`config.mk`:
```
export PLATFORM = sky130hd
export DESIGN_NAME = approx_recursive_mult_pipe_flat
export DESIGN_NICKNAME = d
export VERILOG_FILES = /design/src/rtl/approx_recursive_mult_pipe_pkg.sv /design/src/rtl/approx_recursive_mult_pipe_if.sv /design/src/rtl/approx_recursive_mult_pipe_tile.sv /design/src/rtl/approx_recursive_mult_pipe.sv /design/src/flat_wrapper.sv
export SDC_FILE = /design/constraint.sdc
export NUM_CORES = 1
export LEC_CHECK = 0
export BUFFER_PORTS_ARGS = -buffer_cell sky130_fd_sc_hd__buf_2
export CORE_UTILIZATION = 35
export DETAILED_ROUTE_END_ITERATION = 16
export HOLD_SLACK_MARGIN = 0.05
export SYNTH_ARGS = -nofsm -noshare
export SYNTH_HDL_FRONTEND = slang
export SYNTH_HIERARCHICAL = 1
export SYNTH_SLANG_ARGS = --single-unit
```
`constraint.sdc`:
```
create_clock -name clk -period 3.8 [get_ports clk]
set_input_delay 0.57 -clock clk [delete_from_list [all_inputs] [get_ports clk]]
set_output_delay 0.57 -clock clk [all_outputs]
set_load 0.02 [all_outputs]
```
`src/rtl/approx_recursive_mult_pipe_pkg.sv`:
```
// Shared types and helpers for the recursive 4x4-tile multiplier.
// Covers the mode encoding, the tile width and the per-tile approximation rule.
package approx_mult_pkg;

    typedef enum logic [1:0] {
        MODE_EXACT = 2'd0,
        MODE_N1    = 2'd1,
        MODE_N2    = 2'd2,
        MODE_RSVD  = 2'd3
    } mode_e;

    localparam int TILE_W = 4;

    // Only the low-order diagonals are approximated, and only in the N1/N2 modes.
    function automatic logic tile_is_approx(input int i, input int j, input mode_e mode,
                                            input int approx_diag);
        return ((mode == MODE_N1) || (mode == MODE_N2)) && ((i + j) < approx_diag);
    endfunction

endpackage

```
`src/rtl/approx_recursive_mult_pipe_if.sv`:
```
// Operand/result handshake bundle for approx_recursive_mult_pipe.
// The master drives operands and the result-ready signal; the slave is the multiplier.
interface approx_recursive_mult_pipe_if #(
    parameter int WIDTH = 8
);
    logic                 in_valid;
    logic                 in_ready;
    logic [WIDTH-1:0]     in_a;
    logic [WIDTH-1:0]     in_b;
    logic [1:0]           in_mode;
    logic                 out_valid;
    logic                 out_ready;
    logic [2*WIDTH-1:0]   out_y;
    logic [1:0]           out_mode;

    modport master (
        output in_valid, in_a, in_b, in_mode, out_ready,
        input  in_ready, out_valid, out_y, out_mode
    );

    modport slave (
        input  in_valid, in_a, in_b, in_mode, out_ready,
        output in_ready, out_valid, out_y, out_mode
    );
endinterface

```
`src/rtl/approx_recursive_mult_pipe_tile.sv`:
```
// 4x4 multiplier tile with selectable exact, N1 or N2 approximate core.
// Purely combinational; an unrecognised select falls back to the exact core.
module mult4x4_tile
    import approx_mult_pkg::*;
(
    input  logic [3:0] a,
    input  logic [3:0] b,
    input  mode_e      sel,
    output logic [7:0] y
);

    logic [3:0][3:0] p;
    logic [7:0]      exact_y;
    logic [7:0]      n1_y;
    logic [7:0]      n2_y;
    logic [4:0]      low_y;
    logic            c;

    // p[i][j] = a[i] & b[j]
    generate
        for (genvar gi = 0; gi < 4; gi++) begin : g_row
            for (genvar gj = 0; gj < 4; gj++) begin : g_col
                assign p[gi][gj] = a[gi] & b[gj];
            end
        end
    endgenerate

    assign exact_y = {4'b0000, a} * {4'b0000, b};

    // Columns 1..4 collapse to an OR of their partial products in both approximate cores.
    assign low_y = {
        p[1][3] | p[2][2] | p[3][1],
        p[0][3] | p[1][2] | p[2][1] | p[3][0],
        p[0][2] | p[1][1] | p[2][0],
        p[0][1] | p[1][0],
        p[0][0]
    };

    assign c = p[2][2] & (p[1][3] | p[3][1]);

    assign n2_y = {
        p[3][3] & p[2][2],
        p[3][3] & ~p[2][2],
        p[3][2] | p[2][3],
        low_y
    };

    assign n1_y = {
        p[2][2] & p[3][3],
        (p[3][3] & ~p[2][2]) | (~p[3][3] & p[2][2] & (p[3][1] | p[1][3])),
        p[3][2] ^ p[2][3] ^ c,
        low_y
    };

    always_comb begin
        y = exact_y;
        case (sel)
            MODE_N1: y = n1_y;
            MODE_N2: y = n2_y;
            default: y = exact_y;
        endcase
    end

endmodule

```
`src/rtl/approx_recursive_mult_pipe.sv`:
```
// Three-stage recursive WIDTH x WIDTH multiplier built from 4x4 tiles, low tiles optionally approximate.
// One global enable stalls every stage together, so a result is held until the consumer takes it.
module approx_recursive_mult_pipe
    import approx_mult_pkg::*;
#(
    parameter int WIDTH       = 8,
    parameter int APPROX_DIAG = 1
) (
    input  logic                         clk,
    input  logic                         rst,
    approx_recursive_mult_pipe_if.slave  bus
);

    localparam int NT     = WIDTH / TILE_W;
    localparam int NTILES = NT * NT;
    localparam int YW     = 2 * WIDTH;

    logic             en;

    logic             s1_valid_reg;
    logic [WIDTH-1:0] s1_a_reg;
    logic [WIDTH-1:0] s1_b_reg;
    mode_e            s1_mode_reg;

    logic             s2_valid_reg;
    mode_e            s2_mode_reg;
    logic [7:0]       s2_tile_reg [NTILES];
    logic [7:0]       tile_next   [NTILES];

    logic             out_valid_reg;
    logic [YW-1:0]    out_y_reg;
    mode_e            out_mode_reg;
    logic [YW-1:0]    sum_next;

    assign en           = ~out_valid_reg | bus.out_ready;
    assign bus.in_ready = en;

    // Tile (i,j) multiplies nibble i of a with nibble j of b.
    generate
        for (genvar gi = 0; gi < NT; gi++) begin : g_tile_row
            for (genvar gj = 0; gj < NT; gj++) begin : g_tile_col
                mode_e core_sel;
                assign core_sel = tile_is_approx(gi, gj, s1_mode_reg, APPROX_DIAG) ?
                                  s1_mode_reg : MODE_EXACT;
                mult4x4_tile u_tile (
                    .a   (s1_a_reg[gi*TILE_W +: TILE_W]),
                    .b   (s1_b_reg[gj*TILE_W +: TILE_W]),
                    .sel (core_sel),
                    .y   (tile_next[gi*NT + gj])
                );
            end
        end
    endgenerate

    always_comb begin
        sum_next = '0;
        for (int i = 0; i < NT; i++) begin
            for (int j = 0; j < NT; j++) begin
                sum_next = sum_next + (YW'(s2_tile_reg[i*NT + j]) << (TILE_W * (i + j)));
            end
        end
    end

    // Control and output state: cleared by reset so in-flight work is dropped.
    always_ff @(posedge clk) begin
        if (rst) begin
            s1_valid_reg  <= 1'b0;
            s2_valid_reg  <= 1'b0;
            out_valid_reg <= 1'b0;
            out_y_reg     <= '0;
            out_mode_reg  <= MODE_EXACT;
        end else if (en) begin
            s1_valid_reg  <= bus.in_valid;
            s2_valid_reg  <= s1_valid_reg;
            out_valid_reg <= s2_valid_reg;
            out_y_reg     <= sum_next;
            out_mode_reg  <= s2_mode_reg;
        end
    end

    // Datapath registers need no reset; their contents only matter behind a valid bit.
    always_ff @(posedge clk) begin
        if (en) begin
            s1_a_reg    <= bus.in_a;
            s1_b_reg    <= bus.in_b;
            s1_mode_reg <= mode_e'(bus.in_mode);
            s2_mode_reg <= s1_mode_reg;
            s2_tile_reg <= tile_next;
        end
    end

    assign bus.out_valid = out_valid_reg;
    assign bus.out_y     = out_y_reg;
    assign bus.out_mode  = out_mode_reg;

endmodule
```
`src/flat_wrapper.sv`:
```
// flat-port wrapper written by rule: the top's interface ports become plain ports
module approx_recursive_mult_pipe_flat import approx_mult_pkg::*;
#(
    parameter int WIDTH       = 8,
    parameter int APPROX_DIAG = 1
)
  (clk, rst, bus_in_valid, bus_in_a, bus_in_b, bus_in_mode, bus_out_ready, bus_in_ready, bus_out_valid, bus_out_y, bus_out_mode);
  approx_recursive_mult_pipe_if #(.WIDTH(WIDTH)) bus_i ();
  input  logic clk;
  input  logic rst;
  input wire logic [$bits(bus_i.in_valid)-1:0] bus_in_valid;
  input wire logic [$bits(bus_i.in_a)-1:0] bus_in_a;
  input wire logic [$bits(bus_i.in_b)-1:0] bus_in_b;
  input wire logic [$bits(bus_i.in_mode)-1:0] bus_in_mode;
  input wire logic [$bits(bus_i.out_ready)-1:0] bus_out_ready;
  output wire logic [$bits(bus_i.in_ready)-1:0] bus_in_ready;
  output wire logic [$bits(bus_i.out_valid)-1:0] bus_out_valid;
  output wire logic [$bits(bus_i.out_y)-1:0] bus_out_y;
  output wire logic [$bits(bus_i.out_mode)-1:0] bus_out_mode;
  assign bus_i.in_valid = bus_in_valid;
  assign bus_i.in_a = bus_in_a;
  assign bus_i.in_b = bus_in_b;
  assign bus_i.in_mode = bus_in_mode;
  assign bus_i.out_ready = bus_out_ready;
  assign bus_in_ready = bus_i.in_ready;
  assign bus_out_valid = bus_i.out_valid;
  assign bus_out_y = bus_i.out_y;
  assign bus_out_mode = bus_i.out_mode;
  approx_recursive_mult_pipe #(.WIDTH(WIDTH), .APPROX_DIAG(APPROX_DIAG)) u_core (.clk(clk), .rst(rst), .bus(bus_i));
endmodule
```
==> tab_implementation.tex, run 1 <==
\begin{tabular}{lr}
\hline
Metric & Value \\
\hline
\multicolumn{2}{l}{\textbf{Power and ir drop}} \\
\quad Worst voltage drop across the vdd grid & 0.0002364 V \\
\quad Total power draw & 2.985 mW \\
\quad Power per standard cell area & 461.2 nW/µm² \\
\quad Static Leakage & 3.157 nW \\
\multicolumn{2}{l}{\textbf{Setup path}} \\
\quad Worst endpoint data arrival time & 3360 ps \\
\quad Cells on worst reg2reg path & 9 \\
\quad Combined buffer and inverter count along the critical path & 1 \\
\quad Reg-to-reg critical path endpoint & u\_core/s2\_tile\_reg[15] \\
\quad Reg-to-reg slack, setup & 530 ps \\
\quad Reg-to-Reg Start & u\_core/s1\_a\_reg[5] \\
\quad Destination of the critical timing path & u\_core/s2\_tile\_reg[15] \\
\quad Worst setup path class & reg2reg \\
\quad Origin of the worst setup path & u\_core/s1\_a\_reg[5] \\
\quad Library cell appearing most often on the critical path & sky130\_fd\_sc\_hd\_\_fa\_1 \\
\quad Kind of end point of the critical path & flip-flop \\
\quad Max incr delay on CP & 530 ps \\
\quad Worst-path maximum fanout & 8 \\
\quad Slowest cell on crit path & sky130\_fd\_sc\_hd\_\_fa\_1 \\
\quad Kind of cell adding the most delay to the critical path & adder cells \\
\quad WP data required & 3890 ps \\
\quad Critical Path, Cell by Cell & nand2\_1 > fa\_1 > inv\_1 > fa\_1 > ha\_1 > a211o\_1 > a21oi\_2 > nor3\_1 > or3b\_1 \\
\quad Worst Setup Start Kind & flip-flop \\
\quad Logic depth of the worst setup path including buffers & 9 \\
\multicolumn{2}{l}{\textbf{Yosys}} \\
\quad Fraction of synthesized cell area in xor and xnor cells & 0.01995 \\
\quad Dominant combinational cell family by area after synthesis & adder cells \\
\quad Adder-Cell Fraction of Synth Area & 0.2718 \\
\quad Netlist Area Pre-Place & 5708 µm² \\
\quad Leading cell types by count after synthesis & 96 x sky130\_fd\_sc\_hd\_\_nand2\_1, 84 x sky130\_fd\_sc\_hd\_\_ha\_1, 65 x sky130\_fd\_sc\_hd\_\_inv\_1, 52 x sky130\_fd\_sc\_hd\_\_edfxtp\_1, 32 x sky130\_fd\_sc\_hd\_\_a21oi\_1 \\
\quad Cell with the most instances after synthesis & sky130\_fd\_sc\_hd\_\_nand2\_1 \\
\quad Post-Syn Area per Cell & 9.741 µm² \\
\quad Portion of the post-synthesis area used by sequential elements & 0.3472 \\
\quad Top-area cell type share of the netlist area & 0.2736 \\
\quad Mux contribution to synthesized area & 0 \\
\quad Gate count of the mapped netlist & 586 \\
\quad Share of synthesized flip-flops with an asynchronous set or reset & 0 \\
\quad Area share of and/or/nand/nor cells after synthesis & 0.1644 \\
\quad Most used flip-flop cell after synthesis & sky130\_fd\_sc\_hd\_\_edfxtp\_1 \\
\quad Dominant cell type by area after synthesis & sky130\_fd\_sc\_hd\_\_edfxtp\_1 \\
\quad Seq cells post-synth & 73 \\
\quad Count of different cell masters after synthesis & 55 \\
\quad Warnings, synthesis & 6 \\
\quad Leading cell types by total area after synthesis & sky130\_fd\_sc\_hd\_\_edfxtp\_1 27\%, sky130\_fd\_sc\_hd\_\_ha\_1 18\%, sky130\_fd\_sc\_hd\_\_fa\_1 8.8\% \\
\quad Number of synthesized flops with an enable pin & 52 \\
\quad Synthesized-area fraction occupied by ao, oa, aoi and oai cells & 0.1381 \\
\multicolumn{2}{l}{\textbf{Finish}} \\
\quad Area of the multi-input gates & 3440 µm² \\
\quad Final cell count without fillers & 861 \\
\quad Max reg flops & 32 \\
\quad Fraction of final layout cells with drive strength greater than 1 & 0.1225 \\
\quad Antenna diode instance count & 0 \\
\quad Number of nets at the end of the flow & 771 \\
\quad FF+latch area & 1982 µm² \\
\quad Count of fill cells added during filler insertion & 1610 \\
\quad Area growth, synth to finish & 13.37\% \\
\multicolumn{2}{l}{\textbf{Floorplan}} \\
\quad Die width & 129.7 µm \\
\quad Die Span Y & 129.7 µm \\
\quad Cell Rows & 46 \\
\quad Starting density of the core & 0.3593 \\
\quad Standard cell core area & 15890 µm² \\
\quad IO Pins & 42 \\
\quad Die Outline Area & 16820 µm² \\
\multicolumn{2}{l}{\textbf{Timing}} \\
\quad Final Max Tran Viols & 0 \\
\quad Slew Limit Headroom & 0.5502 \\
\quad Final-report setup violation count & 0 \\
\quad Final Skew & 6.222 ps \\
\quad Minimum clock period after layout & 3270 ps \\
\quad RSZ-0062 raised after global routing & no \\
\quad Hold violation count in the final report & 0 \\
\quad Transition time at the pin with the least slew margin & 667.7 ps \\
\quad Setup Total Neg Slack & 0 ps \\
\quad Timing-limited maximum frequency & 0.3058 GHz \\
\quad Portion of the clock cycle consumed by the worst path in the final layout & 0.8605 \\
\multicolumn{2}{l}{\textbf{Clock tree}} \\
\quad Source-to-sink clock delay at the later pin of the worst-skew pair & 340 ps \\
\quad CTS H-tree lvls & 3 \\
\quad Number of cells upsized or downsized after cts & 0 \\
\quad Number of sinks on the clock net & 73 \\
\quad Postcts setup bufs & 0 \\
\quad Clock transition at the registers of the reported paths & 60 ps \\
\quad Hold bufs inserted after CTS & 0 \\
\quad Maximum buffer depth of the clock tree & 2 \\
\quad Total CTS buffers & 9 \\
\quad Cell chosen for the clock root & sky130\_fd\_sc\_hd\_\_clkbuf\_16 \\
\quad CTS tree & yes \\
\multicolumn{2}{l}{\textbf{GRT}} \\
\quad Maximum number of pins on one net before global-route repair & 51 \\
\quad GRT Overall Usage & 0.1504 \\
\quad Remaining global-route overflow & 0 \\
\quad Global-route wire length before repair & 19530 µm \\
\quad Antenna violations before repair & 0 \\
\quad Number of global-route vias before repair & 4110 \\
\multicolumn{2}{l}{\textbf{Placed design}} \\
\quad Estimated wirelength of the detail-placed design & 9298 µm \\
\quad DP Cell Count & 845 \\
\quad Global placer's final weighted congestion & 0.8377 \\
\quad Number of port buffers & 41 \\
\multicolumn{2}{l}{\textbf{Flow run}} \\
\quad Number of max-cap violations & 0 \\
\multicolumn{2}{l}{\textbf{Routing}} \\
\quad Starting DRT DRC Count & 143 \\
\quad Average wire length per cell after detail routing & 13.65 µm \\
\quad Vias after detailed routing & 4133 \\
\quad Antenna Nets Post-Route & 0 \\
\quad Number of remaining DRC errors & 0 \\
\quad Via count normalized by instance count & 4.800 \\
\quad Number of iterations in the first detailed-routing pass & 4 \\
\quad Final wirelength & 11750 µm \\
\multicolumn{2}{l}{\textbf{Min path}} \\
\quad Worst hold path class & in2reg \\
\multicolumn{2}{l}{\textbf{Status}} \\
\quad Run status & finished clean \\
\hline
\end{tabular}
## per-layer routing
| metal | share of wire | global-route usage |
|---|---|---|
| met3 | 0.044 | 0.04018 |
| met5 | 0 | 0 |
| met4 | 0.013 | 0.04583 |
| met1 | 0.51 | 0.2043 |
| met2 | 0.43 | 0.2337 |
## worst register-to-register path, stage by stage (launching register included)
cell and delay (ps):
sky130_fd_sc_hd__edfxtp_1 500, sky130_fd_sc_hd__nand2_1 150, sky130_fd_sc_hd__fa_1 520, sky130_fd_sc_hd__inv_1 50, sky130_fd_sc_hd__fa_1 530, sky130_fd_sc_hd__ha_1 320, sky130_fd_sc_hd__a211o_1 350, sky130_fd_sc_hd__a21oi_2 180
sky130_fd_sc_hd__nor3_1 60, sky130_fd_sc_hd__or3b_1 360
## cells in the final DEF, fill, tap and decap left out, drive strengths merged, types with 14 or more instances in the layout
cell / n
and2: 24
inv: 69
o21ai: 31
ha: 84
fa: 25
a21o: 14
dfxtp: 21
edfxtp: 52
a21oi: 39
buf: 43
nor2: 17
nand2: 96
## report_power, final
part	switching [mW]	leakage (nW)	internal (mW)
Clock	0.354	0.146	0.515
Combinational	0.588	2.26	0.437
Sequential	0.0862	0.749	1.00
## area by class of cell
cell class,instances,share of cell area
timing repair buffer,43,0.03403
multi-input combinational,445,0.5315
sequential,73,0.3063
inverter,68,0.03944
clock inverter,7,0.01218
tap,216,0.04176
clock buffer,9,0.03480
## worst min-delay path by stage
stage                     depth (start not counted)                     end  slack, ps              startpoint
after global placement                            2     u_core/bus.out_y[1]        440     u_core/bus.out_y[1]
after floorplan                                   2     u_core/s1_valid_reg        430     u_core/s1_valid_reg
after detailed placement                          2  u_core/bus.out_mode[1]        450  u_core/bus.out_mode[1]
final                                             1      u_core/s1_a_reg[3]        400             bus_in_a[3]
after CTS                                         1   u_core/s1_mode_reg[0]        380          bus_in_mode[0]
after global routing                              1   u_core/s1_mode_reg[0]        380          bus_in_mode[0]
## through the flow
| stage | util | setup WS, ps | instance area, µm² | hold WS [ps] |
|---|---|---|---|---|
| floorplan | - | 617.0 | 5749 | 432.1 |
| global placement | 0.3882 | 592.1 | 6167 | 439.4 |
| detailed placement | 0.3882 | 525.7 | 6167 | 447.9 |
| CTS | 0.4074 | 507.6 | 6471 | 384.8 |
| global route | 0.4074 | 388.8 | 6471 | 380.4 |
| finish | 0.4074 | 530.0 | 6471 | 397.2 |
## cell families after synthesis
family                     Yosys count
AOI/OAI and AO/OA                  120
xor gates and xnor gates            13
adders and majority gates          109
buffers and inverters               79
DFF                                 73
other                                1
and+or+nand+nor                    191
Note: power is estimated with default switching activity, not from simulation.
==> run 2: changes to the inputs <==
--- a/config.mk
+++ b/config.mk
@@ -5,6 +5,7 @@
 export SDC_FILE = /design/constraint.sdc
 export NUM_CORES = 1
 export LEC_CHECK = 0
+export ABC_AREA = 1
 export BUFFER_PORTS_ARGS = -buffer_cell sky130_fd_sc_hd__buf_2
 export CORE_UTILIZATION = 35
 export DETAILED_ROUTE_END_ITERATION = 16
==> constraint.sdc (replaced) <==
create_clock -name clk -period 4.25 [get_ports clk]
set_input_delay 0.6375 -clock clk [delete_from_list [all_inputs] [get_ports clk]]
set_output_delay 0.6375 -clock clk [all_outputs]
set_load 0.02 [all_outputs]
==> tab_implementation.tex, run 2 <==
\begin{tabular}{lr}
\hline
Metric & Value \\
\hline
\multicolumn{2}{l}{\textbf{Status}} \\
\quad Run status & finished clean \\
\multicolumn{2}{l}{\textbf{Finish}} \\
\quad Number of nets at the end of the flow & 891 (+16\%) \\
\quad Max reg flops & 32 (unchanged) \\
\quad FF+latch area & 1982 µm² (unchanged) \\
\quad Antenna diode instance count & 0 (unchanged) \\
\quad Area growth, synth to finish & 13.81\% \\
\quad Commonest cells after routing, fill and taps aside & 162 x sky130\_fd\_sc\_hd\_\_nand2\_1, 123 x sky130\_fd\_sc\_hd\_\_inv\_1, 84 x sky130\_fd\_sc\_hd\_\_ha\_1 \\
\quad Fraction of final layout cells with drive strength greater than 1 & 0.1373 (+0.01477) \\
\quad Count of fill cells added during filler insertion & 1654 (+2.7\%) \\
\quad Final cell count without fillers & 985 (+14\%) \\
\quad Area of the multi-input gates & 3361 µm² (-2.3\%) \\
\quad Leading cell type in the layout, fill and taps excluded & sky130\_fd\_sc\_hd\_\_nand2\_1 \\
\multicolumn{2}{l}{\textbf{Min path}} \\
\quad Count of cells along the worst hold path & 2 (+1) \\
\quad Worst hold path class & reg2reg \\
\quad Endpoint, Worst Hold & u\_core/bus.out\_valid \\
\quad Start point of the worst hold path & u\_core/s2\_valid\_reg \\
\multicolumn{2}{l}{\textbf{Floorplan}} \\
\quad Standard cell core area & 16470 µm² (+3.7\%) \\
\quad Die Outline Area & 17320 µm² (+2.9\%) \\
\quad IO Pins & 42 (unchanged) \\
\quad Cell Rows & 47 (+2.2\%) \\
\quad Die width & 131.6 µm (+1.5\%) \\
\quad Starting density of the core & 0.3570 (-0.002335) \\
\quad Die Span Y & 131.6 µm (+1.5\%) \\
\multicolumn{2}{l}{\textbf{Setup path}} \\
\quad Combined buffer and inverter count along the critical path & 1 (unchanged) \\
\quad Slowest cell on crit path & sky130\_fd\_sc\_hd\_\_edfxtp\_1 \\
\quad Max incr delay on CP & 570 ps (+40 ps) \\
\quad Reg-to-reg slack, setup & 1260 ps (+730 ps) \\
\quad Worst-path maximum fanout & 8 (unchanged) \\
\quad Worst endpoint data arrival time & 3080 ps (-280 ps) \\
\quad Kind of end point of the critical path & flip-flop \\
\quad Reg-to-Reg Start & u\_core/s1\_a\_reg[4] \\
\quad Worst Setup Start Kind & flip-flop \\
\quad Critical Path, Cell by Cell & nand2\_1 > fa\_1 > inv\_1 > fa\_1 > fa\_1 > nand3\_1 > nand2\_1 > o21ai\_0 > nand2\_1 \\
\quad WP data required & 4340 ps (+450 ps) \\
\quad Reg-to-reg critical path endpoint & u\_core/s2\_tile\_reg[6] \\
\quad Cells on worst reg2reg path & 9 (unchanged) \\
\quad Kind of cell adding the most delay to the critical path & adder cells \\
\quad Worst setup path class & reg2reg \\
\quad Logic depth of the worst setup path including buffers & 9 (unchanged) \\
\multicolumn{2}{l}{\textbf{Clock tree}} \\
\quad Total CTS buffers & 9 (unchanged) \\
\quad Number of cells upsized or downsized after cts & 0 (unchanged) \\
\quad Cell chosen for the clock root & sky130\_fd\_sc\_hd\_\_clkbuf\_16 \\
\quad Source-to-sink clock delay at the later pin of the worst-skew pair & 340 ps (about the same) \\
\quad Maximum buffer depth of the clock tree & 2 (unchanged) \\
\quad CTS H-tree lvls & 3 (unchanged) \\
\quad Clock transition at the registers of the reported paths & 60 ps (about the same) \\
\quad CTS tree & yes \\
\quad Hold bufs inserted after CTS & 0 (unchanged) \\
\quad Postcts setup bufs & 0 (unchanged) \\
\quad Number of sinks on the clock net & 73 (unchanged) \\
\multicolumn{2}{l}{\textbf{Routing}} \\
\quad Final wirelength & 11670 µm (-0.70\%) \\
\quad Number of iterations in the first detailed-routing pass & 6 (+2) \\
\quad Number of remaining DRC errors & 0 (unchanged) \\
\quad Starting DRT DRC Count & 258 (+80\%) \\
\quad Vias after detailed routing & 4369 (+5.7\%) \\
\quad Average wire length per cell after detail routing & 11.84 µm (-13\%) \\
\quad Via count normalized by instance count & 4.436 (-7.6\%) \\
\quad Antenna Nets Post-Route & 0 (unchanged) \\
\multicolumn{2}{l}{\textbf{GRT}} \\
\quad Remaining global-route overflow & 0 (unchanged) \\
\quad GRT Overall Usage & 0.1448 (-0.005526) \\
\quad Number of global-route vias before repair & 4093 (-0.41\%) \\
\quad Global-route wire length before repair & 20040 µm (+2.6\%) \\
\quad Maximum number of pins on one net before global-route repair & 53 (+3.9\%) \\
\quad Antenna violations before repair & 0 (unchanged) \\
\multicolumn{2}{l}{\textbf{Timing}} \\
\quad Slew Limit Headroom & 0.5608 (+0.01062) \\
\quad Final Max Tran Viols & 0 (unchanged) \\
\quad Final-report setup violation count & 0 (unchanged) \\
\quad Portion of the clock cycle consumed by the worst path in the final layout & 0.7035 (-0.1570) \\
\quad Timing-limited maximum frequency & 0.3344 GHz (+9.4\%) \\
\quad Setup Total Neg Slack & 0 ps (unchanged) \\
\quad Final worst slack & 1260 ps (+729.9 ps) \\
\quad Hold violation count in the final report & 0 (unchanged) \\
\quad Transition time at the pin with the least slew margin & 657.8 ps (-9.826 ps) \\
\quad Final Skew & 4.577 ps (-1.646 ps) \\
\quad Minimum clock period after layout & 2990 ps (-279.9 ps) \\
\quad RSZ-0062 raised after global routing & no \\
\multicolumn{2}{l}{\textbf{Yosys}} \\
\quad Portion of the post-synthesis area used by sequential elements & 0.3372 (-0.01005) \\
\quad Number of synthesized flops with an enable pin & 52 (unchanged) \\
\quad Cell with the most instances after synthesis & sky130\_fd\_sc\_hd\_\_nand2\_1 \\
\quad Gate count of the mapped netlist & 701 (+20\%) \\
\quad Seq cells post-synth & 73 (unchanged) \\
\quad Most used flip-flop cell after synthesis & sky130\_fd\_sc\_hd\_\_edfxtp\_1 \\
\quad Count of different cell masters after synthesis & 35 (-36\%) \\
\quad Leading cell types by count after synthesis & 162 x sky130\_fd\_sc\_hd\_\_nand2\_1, 124 x sky130\_fd\_sc\_hd\_\_inv\_1, 84 x sky130\_fd\_sc\_hd\_\_ha\_1, 52 x sky130\_fd\_sc\_hd\_\_edfxtp\_1, 50 x sky130\_fd\_sc\_hd\_\_nand3\_1 \\
\quad Warnings, synthesis & 6 (unchanged) \\
\quad Share of synthesized flip-flops with an asynchronous set or reset & 0 (unchanged) \\
\quad Dominant cell type by area after synthesis & sky130\_fd\_sc\_hd\_\_edfxtp\_1 \\
\quad Leading cell types by total area after synthesis & sky130\_fd\_sc\_hd\_\_edfxtp\_1 27\%, sky130\_fd\_sc\_hd\_\_ha\_1 18\%, sky130\_fd\_sc\_hd\_\_nand2\_1 10\% \\
\quad Top-area cell type share of the netlist area & 0.2656 (-0.007919) \\
\quad Post-Syn Area per Cell & 8.385 µm² (-14\%) \\
\quad Netlist Area Pre-Place & 5878 µm² (+3.0\%) \\
\multicolumn{2}{l}{\textbf{Power and ir drop}} \\
\quad Portion of total power attributed to sequential cells & 0.356 (-0.009) \\
\quad Worst voltage drop across the vdd grid & 0.0001839 V (-22\%) \\
\quad Power share of the clock group & 0.274 (-0.017) \\
\quad Switching Fraction & 0.3676 (+0.02302) \\
\quad Gate power share & 0.370 (+0.026) \\
\quad Power per standard cell area & 418.2 nW/µm² (-9.3\%) \\
\quad Internal power consumption & 1.769 mW (-9.6\%) \\
\quad Net switching power & 1.028 mW (about the same) \\
\quad Static Leakage & 3.763 nW (+19\%) \\
\multicolumn{2}{l}{\textbf{Placed design}} \\
\quad DP Cell Count & 969 (+15\%) \\
\quad Pre-CTS setup slack & 1267 ps (+741.1 ps) \\
\quad Number of port buffers & 41 (unchanged) \\
\quad Global placer's final weighted congestion & 0.8165 (-2.5\%) \\
\quad Estimated wirelength of the detail-placed design & 9262 µm (-0.40\%) \\
\multicolumn{2}{l}{\textbf{Flow run}} \\
\quad Number of max-cap violations & 0 (unchanged) \\
\hline
\end{tabular}
run 2: changes by cell type after synthesis, sizes merged, moves of 7 or more:
cell,before,now
a21oi,39,29
inv,67,135
nor2,17,42
and2,24,0
nor2b,9,0
a21o,14,7
nand2,96,184
nand3,6,52
run 2: tightest hold or removal path: cells and delay by family, from the launching register on:
family | cells | cell delay (ps)
buffers and inverters | 1 | 60
AOI/OAI and AO/OA | 1 | 60
DFF | 1 | 290
run 2: worst max-delay path by stage:
stage          slack, ps                from                      to
4_1_cts             1260  u_core/s1_a_reg[4]   u_core/s2_tile_reg[6]
5_1_grt             1120  u_core/s1_a_reg[4]   u_core/s2_tile_reg[6]
2_1_floorplan       1510  u_core/s1_b_reg[3]  u_core/s2_tile_reg[14]
6_report            1260  u_core/s1_a_reg[4]   u_core/s2_tile_reg[6]
3_5_place_dp        1270  u_core/s1_a_reg[4]   u_core/s2_tile_reg[6]
3_3_place_gp        1340  u_core/s1_a_reg[6]  u_core/s2_tile_reg[14]
run 2: kinds of logic (layout without fill, tap and decap cells):
| logic type | count (synthesis) | after routing | synth area share |
|---|---|---|---|
| AND/OR/NAND/NOR | 284 | 284 | 0.2099 |
| buffers and inverters | 148 | 201 | 0.09813 |
| adder cells (fa/ha/maj) | 109 | 109 | 0.2639 |
| AO/OA/AOI/OAI | 79 | 79 | 0.07982 |
| flip-flops | 73 | 73 | 0.3372 |
| XOR/XNOR | 7 | 7 | 0.01043 |
| other | 1 | 12 | 0.0006380 |
run 2: stage by stage:
| stage | power (mW) | hold slack, ps | instance area [µm²] | util |
|---|---|---|---|---|
| finish | 2.798 | 456.0 | 6690 | 0.4063 |
| global route | 3.034 | 453.7 | 6690 | 0.4063 |
| CTS | 2.819 | 449.1 | 6690 | 0.4063 |
| detailed placement | 2.038 | 452.4 | 6387 | 0.3879 |
| global placement | 2.028 | 442.4 | 6387 | 0.3879 |
| floorplan | 1.788 | 429.7 | 5919 | - |
run 2: cell type report:
| class | count | share of cell area |
|---|---|---|
| inverter | 142 | 0.08210 |
| multi-input combinational | 491 | 0.5023 |
| tap | 220 | 0.04114 |
| clock inverter | 5 | 0.005798 |
| timing repair buffer | 43 | 0.03292 |
| sequential | 73 | 0.2962 |
| clock buffer | 11 | 0.03946 |
run 2: power groups by stage:
stage / Sequential, mW / Clock [mW] / Combinational [mW]
global placement: 1.01 / 0 / 1.02
global route: 1.01 / 0.819 / 1.20
floorplan: 1.04 / 0 / 0.747
CTS: 0.998 / 0.786 / 1.04
finish: 0.996 / 0.767 / 1.03
detailed placement: 1.01 / 0 / 1.03
run 2: layer usage:
layer,part of all wire,GRT usage,up-vias
li1,-,-,2349
met1,0.51,0.2100,1926
met2,0.44,0.2193,81
met3,0.036,0.03009,13
met4,0.0088,0.03295,0
met5,0,0,-
